--- config.mk ---
export PLATFORM = sky130hd
export DESIGN_NAME = sort_ctrl
export DESIGN_NICKNAME = d
export VERILOG_FILES = /design/src/rtl/sort_pkg.sv /design/src/rtl/sort_rr_arb.sv /design/src/rtl/sort_ctrl.sv
export SDC_FILE = /design/constraint.sdc
export NUM_CORES = 1
export LEC_CHECK = 0
export ABC_AREA = 1
export CORE_AREA = 2 2 72 74
export CTS_BUF_LIST = sky130_fd_sc_hd__clkbuf_8 sky130_fd_sc_hd__clkbuf_16
export CTS_CLUSTER_DIAMETER = 100
export DETAILED_ROUTE_END_ITERATION = 8
export DIE_AREA = 0 0 74 76
export HOLD_SLACK_MARGIN = 0.08
export PLACE_DENSITY = 0.84
export SETUP_SLACK_MARGIN = 0.2
export SYNTH_ARGS = -nofsm -noshare
export SYNTH_HDL_FRONTEND = slang
export SYNTH_SLANG_ARGS = --single-unit
--- constraint.sdc ---
create_clock -name clk -period 2.6 [get_ports clk]
set_clock_uncertainty 0.1 [all_clocks]
set_input_delay 0.26 -clock clk [delete_from_list [all_inputs] [get_ports clk]]
set_output_delay 0.26 -clock clk [all_outputs]
set_load 0.02 [all_outputs]
--- src/rtl/sort_pkg.sv ---
// sort_pkg: shared widths, requester-id sizing and controller state type for the sort block.
package sort_pkg;
    localparam int M = 4;
    localparam int N = 4;
    localparam int W = 6;
    localparam int NUM_REQ_DEF = 2;

    function automatic int id_width(input int n);
        return (n > 1) ? $clog2(n) : 1;
    endfunction

    localparam int ID_W = id_width(NUM_REQ_DEF);

    typedef enum logic [1:0] {IDLE, WAIT, DONE} ctrl_state_t;
endpackage

--- src/rtl/sort_rr_arb.sv ---
// sort_rr_arb: one-hot round-robin grant, search starting at ptr.
module sort_rr_arb #(
    parameter int NUM_REQ = 2,
    parameter int PW      = 1
) (
    input  logic [NUM_REQ-1:0] req,
    input  logic [PW-1:0]      ptr,
    output logic [NUM_REQ-1:0] gnt
);
    logic [2*NUM_REQ-1:0] dbl, gdbl;
    logic [NUM_REQ-1:0]   rot, first;

    // rotate so ptr sits at bit 0, keep the lowest set bit, rotate back
    assign dbl   = {req, req} >> ptr;
    assign rot   = dbl[NUM_REQ-1:0];
    assign first = rot & (~rot + NUM_REQ'(1));
    assign gdbl  = {first, first} << ptr;
    assign gnt   = gdbl[2*NUM_REQ-1:NUM_REQ];
endmodule

--- src/rtl/sort_ctrl.sv ---
// sort_ctrl: shares one fixed-latency sort core between NUM_REQ requesters,
// one job at a time, with a held result until the consumer accepts it.
module sort_ctrl
    import sort_pkg::*;
#(
    parameter int NUM_REQ  = NUM_REQ_DEF,
    parameter int SORT_LAT = 2
) (
    input  logic                                clk,
    input  logic                                rst,
    input  logic [NUM_REQ-1:0]                  req_valid,
    output logic [NUM_REQ-1:0]                  req_ready,
    input  logic [NUM_REQ-1:0][N-1:0][M-1:0]    req_data,
    output logic [N-1:0][M-1:0]                 core_chi,
    input  logic [N-1:0][W-1:0]                 core_y,
    output logic                                res_valid,
    input  logic                                res_ready,
    output logic [id_width(NUM_REQ)-1:0]        res_id,
    output logic [N-1:0][W-1:0]                 res_data,
    output logic                                busy
);
    localparam int IW = id_width(NUM_REQ);

    ctrl_state_t        state_q;
    logic [IW-1:0]      ptr_q;
    logic [3:0]         cnt_q;
    logic [NUM_REQ-1:0] gnt;
    logic [IW-1:0]      win;

    sort_rr_arb #(.NUM_REQ(NUM_REQ), .PW(IW)) u_arb (
        .req(req_valid),
        .ptr(ptr_q),
        .gnt(gnt)
    );

    always_comb begin
        win = '0;
        for (int i = 0; i < NUM_REQ; i++)
            if (gnt[i]) win = IW'(i);
    end

    // gating with rst keeps a reset cycle from ever showing a grant
    assign req_ready = (state_q == IDLE && !rst) ? gnt : '0;
    assign busy      = state_q != IDLE;

    always_ff @(posedge clk) begin
        if (rst) begin
            state_q   <= IDLE;
            ptr_q     <= '0;
            cnt_q     <= '0;
            core_chi  <= '0;
            res_data  <= '0;
            res_id    <= '0;
            res_valid <= 1'b0;
        end else begin
            case (state_q)
                IDLE: if (|gnt) begin
                    core_chi <= req_data[win];
                    res_id   <= win;
                    cnt_q    <= 4'(SORT_LAT - 1);
                    ptr_q    <= (win == IW'(NUM_REQ - 1)) ? '0 : win + IW'(1);
                    state_q  <= WAIT;
                end
                WAIT: if (cnt_q == '0) begin
                    res_data  <= core_y;
                    res_valid <= 1'b1;
                    state_q   <= DONE;
                end else begin
                    cnt_q <= cnt_q - 4'd1;
                end
                DONE: if (res_ready) begin
                    res_valid <= 1'b0;
                    state_q   <= IDLE;
                end
                default: state_q <= IDLE;
            endcase
        end
    end
endmodule

# [Yosys cells after proc, flatten, opt, wreduce, memory -nomap -nowiden]
# Index checks and enable logic that the tools add are counted.
[word_totals] inputBits=61 output_inout_bits=45 latch_bits=0 ram_bits=0 mem_count=0 regBits=49 word_cells=55 romBits=0
[classes] n_mul=0 shift=2 eq_ne=6 n_div=0 bitwise=2 n_mux=15 reduce_logical=13 add_sub_neg=3 magnitude_cmp=1
[op_table] cell="16-bit two-way mux" count=2
[op_table] cell="3-bit AND reduction" count=3
[op_table] cell="2-bit two-way mux" count=4
[op_table] cell="4-bit two-way mux" count=2
[op_table] cell="4-bit case mux with 2 select lines" count=1
[op_table] cell="2-bit != test, second input constant" count=3
[op_table] cell="2-bit case mux with 3 select lines" count=1
[op_table] cell="2-bit nonzero test" count=3
[op_table] cell="4-bit zero test" count=1
[op_table] cell="1-bit two-way mux" count=4
[op_table] cell="2-bit AND reduction" count=2
[op_table] cell="4-bit by 1-bit left shift with 4-bit output" count=1
[op_table] cell="4-bit by 1-bit right shift with 2-bit output" count=1
[op_table] cell="4-bit by 1-bit subtractor with 4-bit output, second input constant" count=1
[op_table] cell="2-bit by 1-bit adder with 2-bit output, second input constant" count=1
[op_table] cell="2-bit AND" count=1
[op_table] cell="2-bit by 1-bit == test with 1-bit output, second input constant" count=1
[op_table] cell="2-bit == test, second input constant" count=1
[op_table] cell="2-bit zero test" count=1
[op_table] cell="1-bit by 2-bit less-than comparator with 1-bit output, second input constant" count=1
[op_table] cell="2-bit by 1-bit != test with 1-bit output, second input constant" count=1
[op_table] cell="2-bit inverter" count=1
[op_table] cell="1-bit case mux with 2 select lines" count=1
[op_table] cell="2-bit OR reduction" count=1
[op_table] cell="3 further kinds" count=3

# [Logic depth before layout (Yosys ltp)]
[logic_depth] ltp_word=8 ltp_mapped=9 ltp_nobuf=9

# [Modules after synthesis]
# A second synthesis with hierarchy kept.
[hier_totals] cells_unflattened=294 hier_area_um2=2139.6
[by_module_without_submodules] module="sort_ctrl" cells_each=289 area_each_um2=2119.5 n_inst=1 seq_area_each_um2=980.9
[by_module_without_submodules] module="sort_rr_arb" cells_each=5 area_each_um2=20.0 n_inst=1 seq_area_each_um2=0.0

# [Worst setup path after synthesis]
# OpenSTA, ideal clock, no wires.
[synth_path] path_kind="register to output" start="register state_q[1]" end="output req_ready[0]" required_time_ps=2240 setup_slack_ps=1176 n_path_buf=0 t_arrival_ps=1064 stages_incl_launch_ff=4 cell_sequence="dfxtp_1 inv_2 nand2_2 nor3_1"
[synth_between] elab_chain_len=3
[synth_rtl] element="start, declared" line="sort_ctrl.sv:24" text="ctrl_state_t state_q;"
[synth_rtl] element="start signal, assigned" line="sort_ctrl.sv:48" text="state_q <= IDLE;"
[synth_rtl] element="start signal, assigned" line="sort_ctrl.sv:62" text="state_q <= WAIT;"
[synth_rtl] element="start signal, assigned" line="sort_ctrl.sv:67" text="state_q <= DONE;"
[synth_rtl] element="2-bit zero test" line="sort_ctrl.sv:43" text="assign req_ready = (state_q == IDLE && !rst) ? gnt : '0;"
[synth_rtl] element="1-bit logical AND" line="sort_ctrl.sv:43"
[synth_rtl] element="2-bit two-way mux" line="sort_ctrl.sv:43"
[synth_rtl] element="end, declared" line="sort_ctrl.sv:12" text="output logic [NUM_REQ-1:0] req_ready,"
# No other way between the ends.

# [Worst setup path in the final report]
[layout_path] start="input req_valid[1]" end="output req_ready[1]"
[layout_between] elab_chain_len=6
[layout_rtl] element="start, declared" line="sort_ctrl.sv:11" text="input logic [NUM_REQ-1:0] req_valid,"
[layout_rtl] element="4-bit by 1-bit right shift with 2-bit output (*)" line="sort_rr_arb.sv:14" text="assign dbl = {req, req} >> ptr;"
[layout_rtl] element="2-bit inverter" line="sort_rr_arb.sv:16" text="assign first = rot & (~rot + NUM_REQ'(1));"
[layout_rtl] element="2-bit by 1-bit adder with 2-bit output" line="sort_rr_arb.sv:16"
[layout_rtl] element="2-bit AND (*)" line="sort_rr_arb.sv:16"
[layout_rtl] element="4-bit by 1-bit left shift with 4-bit output (*)" line="sort_rr_arb.sv:17" text="assign gdbl = {first, first} << ptr;"
[layout_rtl] element="2-bit two-way mux (*)" line="sort_ctrl.sv:43"
# Every way passes the cells marked *; elsewhere a longest branch is shown, timed or not.

==> summary by stage <==
Synth
In the synthesized netlist the async set-or-reset flop fraction comes to 0. The Yosys warning count is 0. The cell area after synthesis is 1991 sq um. The number of distinct library cell variants in the gate-level netlist after synthesis is 22. The instance count of the mapped netlist is around 270.

The number of nets handed over by synthesis was between 300 and 400. For this run, the register share of the synthesized area comes to 0.4928. In the synthesized netlist the dominant register cell turns out to be dfxtp_1. Each instance of the synthesized netlist takes up on average between 7 and 8 sq um. Synthesis inferred 49 register bits.

The count of flip-flops with a built-in enable after synthesis is 0.

Critical path
Of all nets on the critical path, the largest fanout is 4. The element type at the critical path end is an output pin. STA puts the critical path data arrival time at roughly 1.9 ns. The critical path launch point type is a primary input. STA puts the critical path data required time at approximately 2.2 ns.

The critical setup path kind is primary input to output pin.

Clock network
The clock tree buffer depth is 2. The setup fix buffers added after clock tree synthesis is 0. CTS built an H-tree with a depth of 2.

The total CTS buffers is 5. The TritonCTS clock tree is yes. The clock-pin slew reported for the worst setup and hold paths after clock tree synthesis is roughly 0.08 ns. The number of hold buffers added after cts is 0. The clock reaches the later pin of the worst-skew pair after around 0.3 ns. The buffer type at the clock tree root is clkbuf_8.

The number of resized instances in the post-cts repair step is 0. The number of clock sinks is 49.

Floorplanning
The number of primary I/O pins is 106. The region available for standard cell placement spans 4912 sq um. The overall die width is about 74 microns.

The height of the die is 76 microns. For this configuration, the core starts out at a cell density of 0.4052. The floorplan has 26 rows. The die outline area is between 5000 and 6000 sq um.

STA
The upper clock frequency limit is ~450 MHz. The accumulated negative setup slack is 0 ns. The post-layout minimum cycle time is around 2.2 ns.

Headroom to the max-slew limit came out at 0.6780. At the pin with the least slew margin, the transition time is ~0.48 ns. Setup repair after global routing left no endpoint under its margin.

Of the available clock period, the critical path in the final layout requires 0.8605. The number of max-slew violations in the final report was 0. The number of hold-slack violations in the final timing report was 0.

Setup violations remaining at the end of the flow were counted as 0.

Cells and area
At the end of the flow the core is filled with cells to 0.6444. From synthesis to final layout, the design area changed by 59.02%. For this run, the post-layout net count is around 440. The repair_antennas step left the layout with diodes totalling 0.

The fraction of layout cells with a size suffix above 1 is 0.06684.

Placed design
The global placement routability congestion is 0.8317. The sum of net half-perimeters after detailed placement is 3.768 mm. The count of buffers added on input and output ports is 105.

Global route
The first global-routing pass estimated about 8.6 mm of wire. The largest net degree at the start of global routing is 33. The global route total overflow is 0. The via count of the first global-routing pass was about 2000.

For this run, the total global-route usage over all layers was measured as 0.1920. The initial antenna violation count came to 0.

Drt
Using the TritonRoute via totals, the vias-per-cell ratio works out to 4.597. For this block, the initial DRC count from the detailed router was between 60 and 70. The total via count after detailed routing is just over 2000.

The final routed DRC violation total is 0. The number of iterations in the first detailed-routing pass is 6. Wires add up to 5.245 mm.

The post-detailed-route count of antenna-violating nets is 0. The average wire per cell in the routed design is approximately 12 microns.

Power and ir drop
Power spread over the standard cell area amounts to around 700 nW/um^2. In this run the static leakage power is roughly 1.3 nW. The design draws 0.002221 W. The highest ir drop seen on vdd is 0.0003732 V.

Flow run
The reported max-cap violation count is 0.

Min path
The worst hold path belongs to the class flip-flop to flip-flop.

Outcome
The flow ran to the end, and the final reports show no timing, DRC or antenna violations.
[final cells by class]
cell class	count	area (sq um)
Tap cell	70	87.58
Clock buffer	5	68.82
Fill cell	420	1747
Sequential cell	49	980.9
Multi-Input combinational cell	186	843.3
Clock inverter	3	21.27
Inverter	22	82.58
Timing Repair Buffer	109	1081
[synthesized netlist by cell type (4+ instances only)]
master / count / area share
nand2_1: 63 / 0.12
nand2_2: 4 / 0.013
a31oi_1: 7 / 0.022
buf_2: 4 / 0.010
a21oi_1: 7 / 0.018
buf_6: 4 / 0.023
dfxtp_1: 49 / 0.49
o21ai_0: 23 / 0.058
inv_2: 4 / 0.0075
nand3_1: 15 / 0.038
nor2_1: 54 / 0.10
inv_1: 18 / 0.034
[cells in the final DEF, fill, tap and decap left out, types with 2 or more instances in the layout]
cell             instances
nor2_1                  54
inv_2                    4
nor2_4                   3
clkdlybuf4s50_1        105
nand2_2                  4
dfxtp_1                 49
nor3_1                   2
a31oi_1                  7
o21ai_1                  3
nand3_1                 15
nand2_1                 63
a21oi_1                  7
o21ai_0                 23
inv_1                   18
clkbuf_8                 5
buf_4                    4
[final timing paths]
path,startpoint,endpoint,slack (ns),cells after the start
max,req_valid[1],req_ready[1],0.36,6
min,res_valid$_SDFFE_PP0P_,res_valid$_SDFFE_PP0P_,0.38,2
max reg2reg,cnt_q[0]$_SDFFE_PP0P_,res_data[11]$_SDFFE_PP0P_,0.71,7
min reg2reg,res_valid$_SDFFE_PP0P_,res_valid$_SDFFE_PP0P_,0.38,2
[worst max-delay path, cell delays in order]
cell             delay (ns)
clkdlybuf4s50_1        0.53
nand2_2                0.10
a21oi_4                0.15
inv_1                  0.09
nor2_4                 0.12
clkdlybuf4s50_1        0.62
[metrics by stage]
| stage | worst slack [ns] | cell area [sq um] | instances | hold slack, ns |
|---|---|---|---|---|
| after global placement | 0.3905 | 3075 | 436 | 0.3513 |
| final | 0.3627 | 3166 | 444 | 0.3771 |
| after detailed placement | 0.3642 | 3075 | 436 | 0.3575 |
| after global routing | 0.2837 | 3166 | 444 | 0.3911 |
| after CTS | 0.3603 | 3166 | 444 | 0.3797 |
| after floorplan | 1.176 | 1991 | 269 | 0.2732 |
[cells by family after synthesis]
logic type / count (synthesis) / synth area share
AND/OR/NAND/NOR: 142 / 0.2960
flip-flops: 49 / 0.4928
buffers and inverters: 34 / 0.08359
adder cells (fa/ha/maj): 1 / 0.006284
AO/OA/AOI/OAI: 43 / 0.1213
[registers in the layout, indices dropped and copies added (netlist names)]
name,cells
core_chi,16
cnt_q,4
ptr_q,1
res_valid,1
res_id,1
res_data,24
state_q,2
[power breakdown]
group | internal (W) | total (W) | switching [W]
Sequential | 0.000875 | 0.000942 | 0.0000664
Combinational | 0.000380 | 0.000829 | 0.000450
Clock | 0.000191 | 0.000450 | 0.000259
[per-layer routing]
metal  vias up  track usage  share of wire
met5         -            0              0
met4         0      0.06182          0.014
met3         7      0.06746          0.079
met2        61       0.3259           0.48
met1       914       0.2213           0.42
li1       1059            -              -
Power figures use the tool's default switching activity.
